<file path="config.mk">
export PLATFORM = sky130hd
export DESIGN_NAME = boot_loader
export DESIGN_NICKNAME = d
export VERILOG_FILES = /design/src/rtl/boot_loader.sv
export SDC_FILE = /design/constraint.sdc
export NUM_CORES = 1
export LEC_CHECK = 0
export ABC_AREA = 1
export ABC_CLOCK_PERIOD_IN_PS = 3230
export CAP_MARGIN = 40
export CORE_ASPECT_RATIO = 0.75
export CORE_MARGIN = 2
export CORE_UTILIZATION = 60
export DETAILED_ROUTE_END_ITERATION = 16
export GPL_ROUTABILITY_DRIVEN = 0
export PLACE_DENSITY = 0.89
export RECOVER_POWER = 100
export SYNTH_ARGS = -nofsm -noshare
export SYNTH_HDL_FRONTEND = slang
export SYNTH_SLANG_ARGS = --single-unit
</file>
<file path="constraint.sdc">
create_clock -name clk -period 3.23 [get_ports clk]
set_clock_uncertainty 0.2 [all_clocks]
set_input_delay 0.646 -clock clk [delete_from_list [all_inputs] [get_ports clk]]
set_output_delay 0.646 -clock clk [all_outputs]
set_load 0.01 [all_outputs]
</file>
<file path="src/rtl/boot_loader.sv">
// Serial program loader: receives a framed image (sync, length, payload, checksum),
// writes it into program memory, then releases the downstream CPU from reset.
module boot_loader (
  input  logic        clk,
  input  logic        reset,
  input  logic [7:0]  in_data,
  input  logic        in_valid,
  output logic        in_ready,
  output logic [12:0] mem_addr,
  output logic [7:0]  mem_data,
  output logic        mem_wr,
  input  logic        cpu_halt,
  output logic        cpu_hold,
  output logic        done,
  output logic        err
);

  typedef enum logic [2:0] {
    S_IDLE  = 3'd0,
    S_LEN_H = 3'd1,
    S_LEN_L = 3'd2,
    S_DATA  = 3'd3,
    S_CSUM  = 3'd4,
    S_RUN   = 3'd5,
    S_ERROR = 3'd6
  } state_t;

  localparam logic [7:0] SYNC = 8'hA5;

  state_t      state;
  logic [4:0]  len_hi;
  logic [12:0] length;
  logic [12:0] index;
  logic [7:0]  checksum;
  logic        accept;
  logic [12:0] frame_len;

  function automatic logic [7:0] csum_add(input logic [7:0] acc, input logic [7:0] b);
    return acc + b;
  endfunction

  assign accept    = in_valid & in_ready;
  assign frame_len = {len_hi, in_data};

  // Frame FSM with all outputs registered; in_ready tracks "next state is not RUN".
  always_ff @(posedge clk or negedge reset) begin
    if (!reset) begin
      state    <= S_IDLE;
      in_ready <= 1'b1;
      mem_addr <= 13'd0;
      mem_data <= 8'd0;
      mem_wr   <= 1'b0;
      cpu_hold <= 1'b1;
      done     <= 1'b0;
      err      <= 1'b0;
      len_hi   <= 5'd0;
      length   <= 13'd0;
      index    <= 13'd0;
      checksum <= 8'd0;
    end else begin
      mem_wr <= 1'b0;
      case (state)
        S_IDLE: begin
          if (accept && (in_data == SYNC)) begin
            state <= S_LEN_H;
          end else begin
            state <= S_IDLE;
          end
        end
        S_LEN_H: begin
          if (accept) begin
            if (in_data[7:5] != 3'd0) begin
              state <= S_ERROR;
              err   <= 1'b1;
            end else begin
              len_hi <= in_data[4:0];
              state  <= S_LEN_L;
            end
          end else begin
            state <= S_LEN_H;
          end
        end
        S_LEN_L: begin
          if (accept) begin
            length   <= frame_len;
            index    <= 13'd0;
            checksum <= 8'd0;
            state    <= (frame_len != 13'd0) ? S_DATA : S_CSUM;
          end else begin
            state <= S_LEN_L;
          end
        end
        S_DATA: begin
          if (accept) begin
            mem_wr   <= 1'b1;
            mem_addr <= index;
            mem_data <= in_data;
            checksum <= csum_add(checksum, in_data);
            index    <= index + 13'd1;
            state    <= (index == (length - 13'd1)) ? S_CSUM : S_DATA;
          end else begin
            state <= S_DATA;
          end
        end
        S_CSUM: begin
          if (accept) begin
            if (in_data == checksum) begin
              state    <= S_RUN;
              in_ready <= 1'b0;
              cpu_hold <= 1'b0;
              done     <= 1'b1;
            end else begin
              state <= S_ERROR;
              err   <= 1'b1;
            end
          end else begin
            state <= S_CSUM;
          end
        end
        S_RUN: begin
          if (cpu_halt) begin
            state    <= S_IDLE;
            in_ready <= 1'b1;
            cpu_hold <= 1'b1;
            done     <= 1'b0;
          end else begin
            state <= S_RUN;
          end
        end
        S_ERROR: begin
          if (accept && (in_data == SYNC)) begin
            state <= S_LEN_H;
            err   <= 1'b0;
          end else begin
            state <= S_ERROR;
          end
        end
        default: begin
          state    <= S_IDLE;
          in_ready <= 1'b1;
          cpu_hold <= 1'b1;
          done     <= 1'b0;
          err      <= 1'b0;
        end
      endcase
    end
  end

endmodule

</file>
# == Word-level counts from Yosys, hierarchy flattened ==
# Cells that the tools add are included.
# totals
input_bits,12
reg_bits,67
out_inout_bits,26
# op_classes
n_addsub,3
n_reduce_logical,13
n_eq_ne,18
n_mux,34
n_bitwise,4
# ops
op,n
2-to-1 mux 3 bit,9
2-to-1 mux 13 bit,2
case mux 13 bit (2 select lines),1
case mux 3 bit (7 select lines),1
"inequality test 2 bit, second input constant",9
2-to-1 mux 8 bit,2
case mux 8 bit (2 select lines),1
2-to-1 mux 1 bit,14
"adder 13 x 1 -> 13 bit, second input constant",1
== test 13 bit,1
nonzero test 13 bit,1
"subtractor 13 x 1 -> 13 bit, second input constant",1
"== test 3 bit, second input constant",3
adder 8 bit,1
== test 8 bit,1
"== test 8 bit, second input constant",1
"== test 3 x 2 -> 1 bit, second input constant",2
case mux 1 bit (3 select lines),2
AND reduction 3 bit,2
AND reduction 6 bit,1
OR reduction 5 bit,1
case mux 1 bit (4 select lines),1
AND reduction 2 bit,2
AND reduction 4 bit,1
9 further kinds,11

# == Longest topological paths before layout ==
# Gate-level depths: netlist of the first run.
# logic_depth
depth_word,5
depth_mapped,12
ltp_nobuf,12

# == Worst setup path before layout of the first run ==
# No wires, ideal clock.
# synth_timing
path_kind,in2reg
start,input port in_data[0]
end,register checksum[6]
path_slack_ns,1.102
cell_stages,10
setup_ns,0.126
arrival_ns,1.802
path_buffers,0
path_cell_list,ha_1 -> fa_1 -> nand3_1 -> nand2_1 -> nand2_1 -> nand2_1 -> a21oi_1 -> nand2_1 -> nand2_1 -> o21ai_0
# synth_between
elab_chain_len,3
# synth_rtl
element,line_no,source
"start, declared",6,"input logic [7:0] in_data,"
adder 8 bit,39,return acc + b;
2-to-1 mux 8 bit,94,if (accept) begin
case mux 8 bit (2 select lines),62,case (state)
"end signal, assigned",98,"checksum <= csum_add(checksum, in_data);"
"end, declared",34,logic [7:0] checksum;
# Every way passes these cells. The select of a mux whose other input is x is not followed.
# A chain may end at the register's enable or synchronous reset.

# == Worst setup path after layout of the first run ==
# layout_timing
start,input port in_valid
end,register checksum[7]
# layout_between
elab_chain_len,3
elab_cells_between_ends,4
classes_between,2 x eq/ne; 1 x bitwise; 1 x reduce/logical
# layout_rtl
element,line_no,source
"start, declared",7,"input logic in_valid,"
bitwise AND 1 bit *,42,assign accept = in_valid & in_ready;
inequality test 2 bit (no source line),n/a,
AND reduction 3 bit (no source line) *,n/a,
# Every way passes the cells marked *; elsewhere a longest branch is shown, timed or not.

==> results of run 1 <==
==> through the flow <==
stage | power [uW] | instance area (um^2)
floorplan | 2520 | 3730
global placement | 3040 | 4200
detailed placement | 3110 | 4220
CTS | 3850 | 4430
global route | 4060 | 4380
finish | 3780 | 4380
==> per-layer routing <==
layer | vias up | wire length (um) | share of wire [%]
li1 | 1686 | - | -
met4 | 0 | 91 | 0.96
met5 | - | 0 | 0
met2 | 173 | 4270 | 45
met1 | 1670 | 4300 | 45
met3 | 14 | 799 | 8.4
==> cell type report <==
type,count,area [um^2]
tap,78,97.6
fill,433,1540
timing repair buffer,46,428
inverter,57,214
clock inverter,7,76.3
multi-input combinational,354,1760
clock buffer,9,124
sequential,67,1680
==> kinds of logic after synthesis <==
family / count (synthesis) / share of synthesized area [%]
AO/OA/AOI/OAI: 78 / 11.0
buffers and inverters: 67 / 6.98
adder cells (fa/ha/maj): 10 / 3.56
flip-flops: 67 / 45.0
AND/OR/NAND/NOR: 255 / 30.9
XOR/XNOR: 11 / 2.58
==> critical path, cell delays in order <==
cell,delay [ps]
dlygate4sd3_1,530
nand2_1,200
inv_1,190
nand2_4,220
inv_2,150
nor2_1,360
clkbuf_1,360
nand2_1,80
o21ai_0,100
==> flip-flops by register name (all words and copies together) (netlist names) <==
| signal | cells |
|---|---|
| checksum | 8 |
| mem_wr | 1 |
| err | 1 |
| done | 1 |
| mem_addr | 13 |
| mem_data | 8 |
| index | 13 |
| len_hi | 5 |
| length | 13 |
| cpu_hold | 1 |
| state | 3 |
==> cell usage in the layout, fill, tap and decap left out, types with 5 or more instances in the layout <==
cell type        count
a21oi_1             15
clkbuf_1             6
clkbuf_8             9
clkdlybuf4s50_1      7
dfrtp_1             66
dlygate4sd3_1       30
ha_1                 9
inv_1               55
nand2_1            139
nand3_1             33
nand4_1             11
nor2_1              44
nor3_1              11
nor4_1               5
o21ai_0             57
xnor2_1              6
xor2_1               5
==> power by group through the flow <==
stage / clock (uW) / sequential (uW) / combinational [uW]
after detailed placement: 0 / 1380 / 1730
after CTS: 722 / 1380 / 1750
after global routing: 763 / 1410 / 1890
final: 717 / 1380 / 1680
after global placement: 0 / 1370 / 1670
after floorplan: 0 / 1380 / 1130
==> worst min path at each step <==
stage | slack, ps | start | end | depth (start not counted)
2_1_floorplan | 150 | reset | checksum[0]$_DFFE_PN0P_ | 0
3_3_place_gp | 260 | mem_data[2]$_DFFE_PN0P_ | mem_data[2]$_DFFE_PN0P_ | 2
3_5_place_dp | 270 | mem_addr[7]$_DFFE_PN0P_ | mem_addr[7]$_DFFE_PN0P_ | 2
4_1_cts | 290 | mem_addr[7]$_DFFE_PN0P_ | mem_addr[7]$_DFFE_PN0P_ | 2
5_1_grt | 320 | mem_addr[7]$_DFFE_PN0P_ | mem_addr[7]$_DFFE_PN0P_ | 2
6_report | 280 | mem_data[1]$_DFFE_PN0P_ | mem_data[1]$_DFFE_PN0P_ | 2
==> synth_stat cells, drive strengths merged <==
library cell  count
inv              57
a22o              2
or2               2
o21bai            1
nand2           141
nand3b            1
o211ai            1
o21ai            57
nor2             48
clkbuf            7
xor2              5
nand4            12
and2              1
o21a              1
xnor2             6
ha                9
a32o              1
a21oi            15
nor3             12
nor4              5
buf               3
nand3            33
dfstp             1
fa                1
dfrtp            66
==> metrics.cfg, run 1 <==
[setup_path]
r2r_end=index[6]$_DFFE_PN0P_
crit_end=checksum[7]$_DFFE_PN0P_
crit_arrival_ps=2850
ff2ff_path_depth=11
worst-r2r-setup-slack_ps=710
crit_path_end_kind=flip-flop
startpoint=in_valid
start_kind=primary input
path_max_fanout=18
critPathRequiredTime_ps=3300
r2r_start=cpu_hold$_DFFE_PN1P_
critPathKind=in -> reg

[route]
drt_pre_antenna_iters=6
wl_um=9460
drtIter0Drc=355
num_vias=3543
vias_per_cell=5.73
drc=0
wl_per_cell_um=15.3
ant_nets=0

[yosys]
syn_avg_cell_area_um2=7.64
synth_top_area_share_pct=44.3
synth_top_cell_by_area=dfrtp_1
synthCells=488
synth_nets=510
synthesis.area_um2=3730
yosys.cell_types.count=34
yosysSeqAreaShare_pct=45.0
synth-seq-cells=67
synth-warning-count=0
synth.area.top_cells=dfrtp_1 44%, nand2_1 14%, o21ai_0 7.5%, inv_1 5.4%, nand3_1 4.4%

[floorplan]
die_w_um=95.0
start_util_pct=63.0
dieArea_um2=6870
fp.coreArea_um2=5920
die-height_um=72.3
fp-row-count=24
io_pins=38

[finish]
area_delta_synth_final_pct=17.5
drive_gt1_share_pct=5.93
nets=557
diodes=0
fin_cells=618
finish.utilization_pct=74.0

[clock_tree]
cts_tree=built
cts_max_path_buffers=2
cts_hold_buf=1
numCtsBuffers=9
post-cts-setup-buffer-count=0
htree_levels=3
clock-sinks=67
clkTransAtPathRegs_ps=80
ctsResizeCount=0
root_buffer=clkbuf_8
clock_latency_ps=360

[power_and_ir_drop]
p_sw_uw=1640
sw_frac_of_total_pct=43.5
seqPwrFrac_pct=36.5
pwr-share-clk_pct=19.0
p_int_uw=2140
power_density_nw_per_um2=863
pwr-share-comb_pct=44.6
irDropWorstVdd_uv=459
cellLeakagePower_uw=0.00218

[outcome]
status=complete, no violations

[timing]
post-route-period-util_pct=85.9
worst_slew_pin_slew_ps=1110
finalSetupViolCount=0
fmax_mhz=360
slew_viol_final=0
timing.slew.headroom_pct=26.3
grt_setup_unrepaired=false
setup_tns_ps=0
setup_slack_ps=454
period_minus_slack_ps=2780
hold_viol=0
worst_hold_slack_ps=282

[grt]
grt.busiest_layer=met2
grtUsageMet2_pct=45.9
grt_pass1_wl_um=15600
use_met3_pct=8.72
grt_use_total_pct=29.7
overflow=0
grtUsageMet1_pct=41.3
antenna_found_initial=0
grt_max_degree=32
grt_pass1_vias=3312

[placement]
place_ws_ps=359
dpl.cell_count=601
place_hpwl_um=6970
port_buffers=37

[hold_path]
hold_path_class=reg -> reg

[flow_run]
max-cap-violations=0

No activity file was read; power rests on OpenSTA's default activity.
==> run 2: changes to the inputs <==
Settings changed: CAP_MARGIN 40 to unset, SLEW_MARGIN set to 25.
==> run 2 against run 1 <==
Effect of this change:
- the flow now finishes with violations (max-capacitance violations, max-slew violations)
- critical endpoint is now checksum[5]$_DFFE_PN0P_
- fmax is 2.5% lower
- hold slack worse by 2.3 ps
- count of clock-buffer cells in the layout stayed put
- critical path depth did not move
- first-iteration DRC count fell by 32%
- design area is 1.1% lower
- total power shrank 2.0%
- sequential power about the same
- highest routed layer unchanged
- clock power is 12% lower
- wire length fell by 0.54%
- sequential share of layout area up 0.44 points
- register-to-register slack got worse by 20 ps
==> metrics.cfg, run 2 (synthesis results as in run 1) <==
[grt]
grt_pass1_vias=3373  ; was 3312
antenna_found_initial=0  ; unchanged
grt_max_degree=45  ; was 32
grt_use_total_pct=30.2  ; was 29.7%
grt_pass1_wl_um=15700  ; was 15600 um
overflow=0  ; unchanged

[outcome]
violations=max-capacitance violations, max-slew violations
status=finished, violations left  ; was complete, no violations

[route]
drt_pre_antenna_iters=5  ; was 6
vias_per_cell=5.68  ; was 5.73
ant_nets=0  ; unchanged
drc=0  ; unchanged
drtIter0Drc=241  ; was 355
wl_um=9410  ; was 9460 um
wl_per_cell_um=15.3  ; about the same
num_vias=3496  ; was 3543

[floorplan]
die_w_um=95.0  ; unchanged
die-height_um=72.3  ; unchanged
start_util_pct=63.0  ; unchanged
fp-row-count=24  ; unchanged
io_pins=38  ; unchanged
dieArea_um2=6870  ; unchanged
fp.coreArea_um2=5920  ; unchanged

[power_and_ir_drop]
cellLeakagePower_uw=0.00217  ; was 0.00218 uW
irDropWorstVdd_uv=489  ; was 459 uV
power_density_nw_per_um2=855  ; was 863 nW/um^2

[finish]
final_common_cell=nand2_1  ; unchanged
drive_gt1_share_pct=6.13  ; was 5.93%
stdcell_area_um2=4330  ; was 4380 um^2
top_regs=index: 13 flops, length: 13 flops, mem_addr: 13 flops  ; unchanged
nets=555  ; was 557
diodes=0  ; unchanged
layout_common_cells=139 x nand2_1, 66 x dfrtp_1, 57 x o21ai_0  ; unchanged
area_delta_synth_final_pct=16.1  ; was 17.5%

[clock_tree]
cts_hold_buf=0  ; was 1
htree_levels=3  ; unchanged
clock_latency_ps=360  ; about the same
clkTransAtPathRegs_ps=80  ; about the same
cts_tree=built  ; unchanged
clock-sinks=67  ; unchanged
post-cts-setup-buffer-count=0  ; unchanged
numCtsBuffers=9  ; unchanged
cts_max_path_buffers=2  ; unchanged
root_buffer=clkbuf_8  ; unchanged
ctsResizeCount=0  ; unchanged

[setup_path]
crit_path_end_kind=flip-flop  ; unchanged
critPathRequiredTime_ps=3300  ; about the same
path_max_fanout=18  ; unchanged
start_kind=primary input  ; unchanged
ff2ff_path_depth=9  ; was 11
crit_arrival_ps=2910  ; was 2850 ps
critPathKind=in -> reg  ; unchanged

[flow_run]
max-cap-violations=1  ; was 0

[timing]
slew_viol_final=45  ; was 0
setup_tns_ps=0  ; unchanged
fmax_mhz=351  ; was 360 MHz
timing.slew.headroom_pct=-50.7  ; was 26.3%
worst_slew_pin_slew_ps=2260  ; was 1110 ps
hold_viol=0  ; unchanged
grt_setup_unrepaired=false  ; unchanged
period_minus_slack_ps=2850  ; was 2780 ps
finalSetupViolCount=0  ; unchanged
post-route-period-util_pct=88.1  ; was 85.9%

[placement]
place_hpwl_um=6950  ; was 6970 um
port_buffers=37  ; unchanged
placed_cell_area_um2=4200  ; was 4220 um^2

[hold_path]
hold_depth=2  ; unchanged
hold_path_class=reg -> reg  ; unchanged

==> run 2: worst max-delay path, cell delays in order <==
cell           delay (ps)
dlygate4sd3_1         530
nand2_1               200
inv_1                 200
nand2_4               220
inv_2                 150
nor2_1                360
clkbuf_1              360
nand2_1               120
o21ai_0               120
==> run 2: power by group <==
part | internal [uW] | switching [uW]
Clock | 282 | 353
Sequential | 1130 | 243
Combinational | 646 | 1050
==> run 2: metrics by stage <==
stage          setup WS (ps)  hold WS, ps  cells  utilization (%)  power, uW
4_1_cts                  750          252    616             73.9       3780
6_report                 384          279    616             73.2       3700
3_5_place_dp             370          270    600             71.0       3120
3_3_place_gp             474          265    600             71.0       3040
2_1_floorplan           1100          150    488                -       2520
5_1_grt                  300          317    616             73.2       4010
==> run 2: worst paths after layout <==
path                                               from                      end  slack (ps)
worst max register to register     cpu_hold$_DFFE_PN1P_    index[11]$_DFFE_PN0P_         690
min in group asynchronous                         reset   length[10]$_DFFE_PN0P_         750
max in group asynchronous                         reset  checksum[2]$_DFFE_PN0P_         780
worst min register to register  mem_addr[9]$_DFFE_PN0P_  mem_addr[9]$_DFFE_PN0P_         280
worst max-delay path                           in_valid  checksum[5]$_DFFE_PN0P_         380
worst min-delay path            mem_addr[9]$_DFFE_PN0P_  mem_addr[9]$_DFFE_PN0P_         280
==> run 2: per-layer routing <==
| layer | global-route usage (%) | part of all wire, % | wire, um | up-vias |
|---|---|---|---|---|
| li1 | - | - | - | 1677 |
| met1 | 41.0 | 44 | 4150 | 1638 |
| met2 | 46.7 | 45 | 4270 | 161 |
| met3 | 10.6 | 9.1 | 859 | 20 |
| met4 | 7.73 | 1.4 | 134 | 0 |
| met5 | 0 | 0 | 0 | - |
==> run 2: cell type report <==
type	instances	area, um^2
Clock inverter	7	51.3
Tap cell	78	97.6
Inverter	57	214
Timing Repair Buffer	44	403
Clock buffer	9	124
Multi-Input combinational cell	354	1760
Sequential cell	67	1680
Fill cell	439	1590
==> run 3: changes to the inputs <==
Settings changed: REMOVE_ABC_BUFFERS set to 1.
==> run 3 against run 2 <==
Effect of this change:
- the run now ends clean
- total power increased by 2.5%
- die area stayed put
- critical path type unchanged
- critical path depth grew 3
- largest power group unchanged
- global-route usage is 0.68 points higher
==> metrics.cfg, run 3 (synthesis results as in run 1) <==
[route]
wl_um=9580  ; was 9410 um
wl_per_cell_um=15.6  ; was 15.3 um
drtIter0Drc=297  ; was 241
vias_per_cell=5.77  ; was 5.68
num_vias=3548  ; was 3496
drc=0  ; unchanged
ant_nets=0  ; unchanged
drt_pre_antenna_iters=5  ; unchanged

[finish]
nets=554  ; was 555
diodes=0  ; unchanged
top_regs=index: 13 flops, length: 13 flops, mem_addr: 13 flops  ; unchanged
drive_gt1_share_pct=5.77  ; was 6.13%
area_delta_synth_final_pct=16.6  ; was 16.1%
finish.utilization_pct=73.5  ; was 73.2%
layout_common_cells=139 x nand2_1, 66 x dfrtp_1, 57 x o21ai_0  ; unchanged
stdcell_area_um2=4350  ; was 4330 um^2
final_common_cell=nand2_1  ; unchanged

[setup_path]
startpoint=in_valid  ; unchanged
crit_arrival_ps=2830  ; was 2910 ps
start_kind=primary input  ; unchanged
critPathKind=in -> reg  ; unchanged
crit_path_end_kind=flip-flop  ; unchanged
critPathRequiredTime_ps=3260  ; was 3300 ps
worst-r2r-setup-slack_ps=620  ; was 690 ps
r2r_start=cpu_hold$_DFFE_PN1P_  ; unchanged
path_max_fanout=13  ; was 18

[timing]
post-route-period-util_pct=86.6  ; was 88.1%
slew_viol_final=0  ; was 45
grt_setup_unrepaired=false  ; unchanged
worst_slew_pin_slew_ps=1300  ; was 2260 ps
fmax_mhz=358  ; was 351 MHz
timing.slew.headroom_pct=13.1  ; was -50.7%
setup_tns_ps=0  ; unchanged
period_minus_slack_ps=2800  ; was 2850 ps
hold_viol=0  ; unchanged
finalSetupViolCount=0  ; unchanged

[grt]
grt_max_degree=33  ; was 45
grt_pass1_vias=3401  ; was 3373
grt_pass1_wl_um=15900  ; was 15700 um
antenna_found_initial=0  ; unchanged
grt_use_total_pct=30.8  ; was 30.2%
overflow=0  ; unchanged

[clock_tree]
htree_levels=3  ; unchanged
clock-sinks=67  ; unchanged
cts_tree=built  ; unchanged
ctsResizeCount=0  ; unchanged
post-cts-setup-buffer-count=0  ; unchanged
cts_hold_buf=0  ; unchanged
clock_latency_ps=360  ; about the same
clkTransAtPathRegs_ps=70  ; was 80 ps
cts_max_path_buffers=2  ; unchanged
root_buffer=clkbuf_8  ; unchanged
numCtsBuffers=9  ; unchanged

[floorplan]
io_pins=38  ; unchanged
fp.coreArea_um2=5920  ; unchanged
start_util_pct=63.0  ; unchanged
dieArea_um2=6870  ; unchanged
die_w_um=95.0  ; unchanged
die-height_um=72.3  ; unchanged
fp-row-count=24  ; unchanged

[outcome]
status=complete, no violations  ; was finished, violations left

[power_and_ir_drop]
power_density_nw_per_um2=873  ; was 855 nW/um^2
irDropWorstVdd_uv=482  ; was 489 uV
cellLeakagePower_uw=0.00218  ; was 0.00217 uW

[placement]
port_buffers=37  ; unchanged
place_hpwl_um=6900  ; was 6950 um
placed_cell_area_um2=4190  ; was 4200 um^2

[flow_run]
max-cap-violations=0  ; was 1

[hold_path]
hp-start=mem_addr[8]$_DFFE_PN0P_  ; was mem_addr[9]$_DFFE_PN0P_
hold_path_class=reg -> reg  ; unchanged

-- run 3: power breakdown --
group / leakage, uW / total (uW) / internal, uW / switching (uW)
Clock: 0.000102 / 716 / 377 / 339
Sequential: 0.000886 / 1370 / 1130 / 241
Combinational: 0.00119 / 1710 / 644 / 1070
Total: 0.00218 / 3800 / 2150 / 1650
-- run 3: worst max-delay path, stage by stage --
cell and delay [ps]:
clkdlybuf4s50_1 460, nand2_1 150, inv_1 270, nand2_4 160, inv_1 330, nor2_1 200, nor3_4 160, nand2_1 110
nor2_2 110, nand3_1 70, nand2_1 80, nor2_1 60
-- run 3: worst paths after layout --
check                           cells after the start                       to
min in group asynchronous                           1  checksum[1]$_DFFE_PN0P_
worst max-delay path                               12     index[6]$_DFFE_PN0P_
max in group asynchronous                           2     index[7]$_DFFE_PN0P_
worst max register to register                     11     index[6]$_DFFE_PN0P_
worst min-delay path                                2  mem_addr[8]$_DFFE_PN0P_
worst min register to register                      2  mem_addr[8]$_DFFE_PN0P_
-- run 3: final cells by class --
class,count,area (um^2)
Clock buffer,10,138
Fill cell,458,1570
Tap cell,78,97.6
Timing Repair Buffer,43,389
Inverter,57,214
Clock inverter,6,65.1
Sequential cell,67,1680
Multi-Input combinational cell,354,1770
-- run 3: per-stage QoR --
stage	setup slack (ps)	hold slack [ps]	power, uW	cells
final	434	279	3800	615
after global routing	295	297	4080	615
after floorplan	983	150	2480	478
after detailed placement	412	269	3130	599
after CTS	770	80.5	3870	615
after global placement	483	264	3030	599
-- run 3: per-layer routing --
layer / vias to the layer above / part of all wire, % / track usage, %
li1: 1676 / - / -
met1: 1683 / 42 / 40.9
met2: 167 / 46 / 47.8
met3: 22 / 9.1 / 11.5
met4: 0 / 2.0 / 9.02
met5: - / 0 / 0
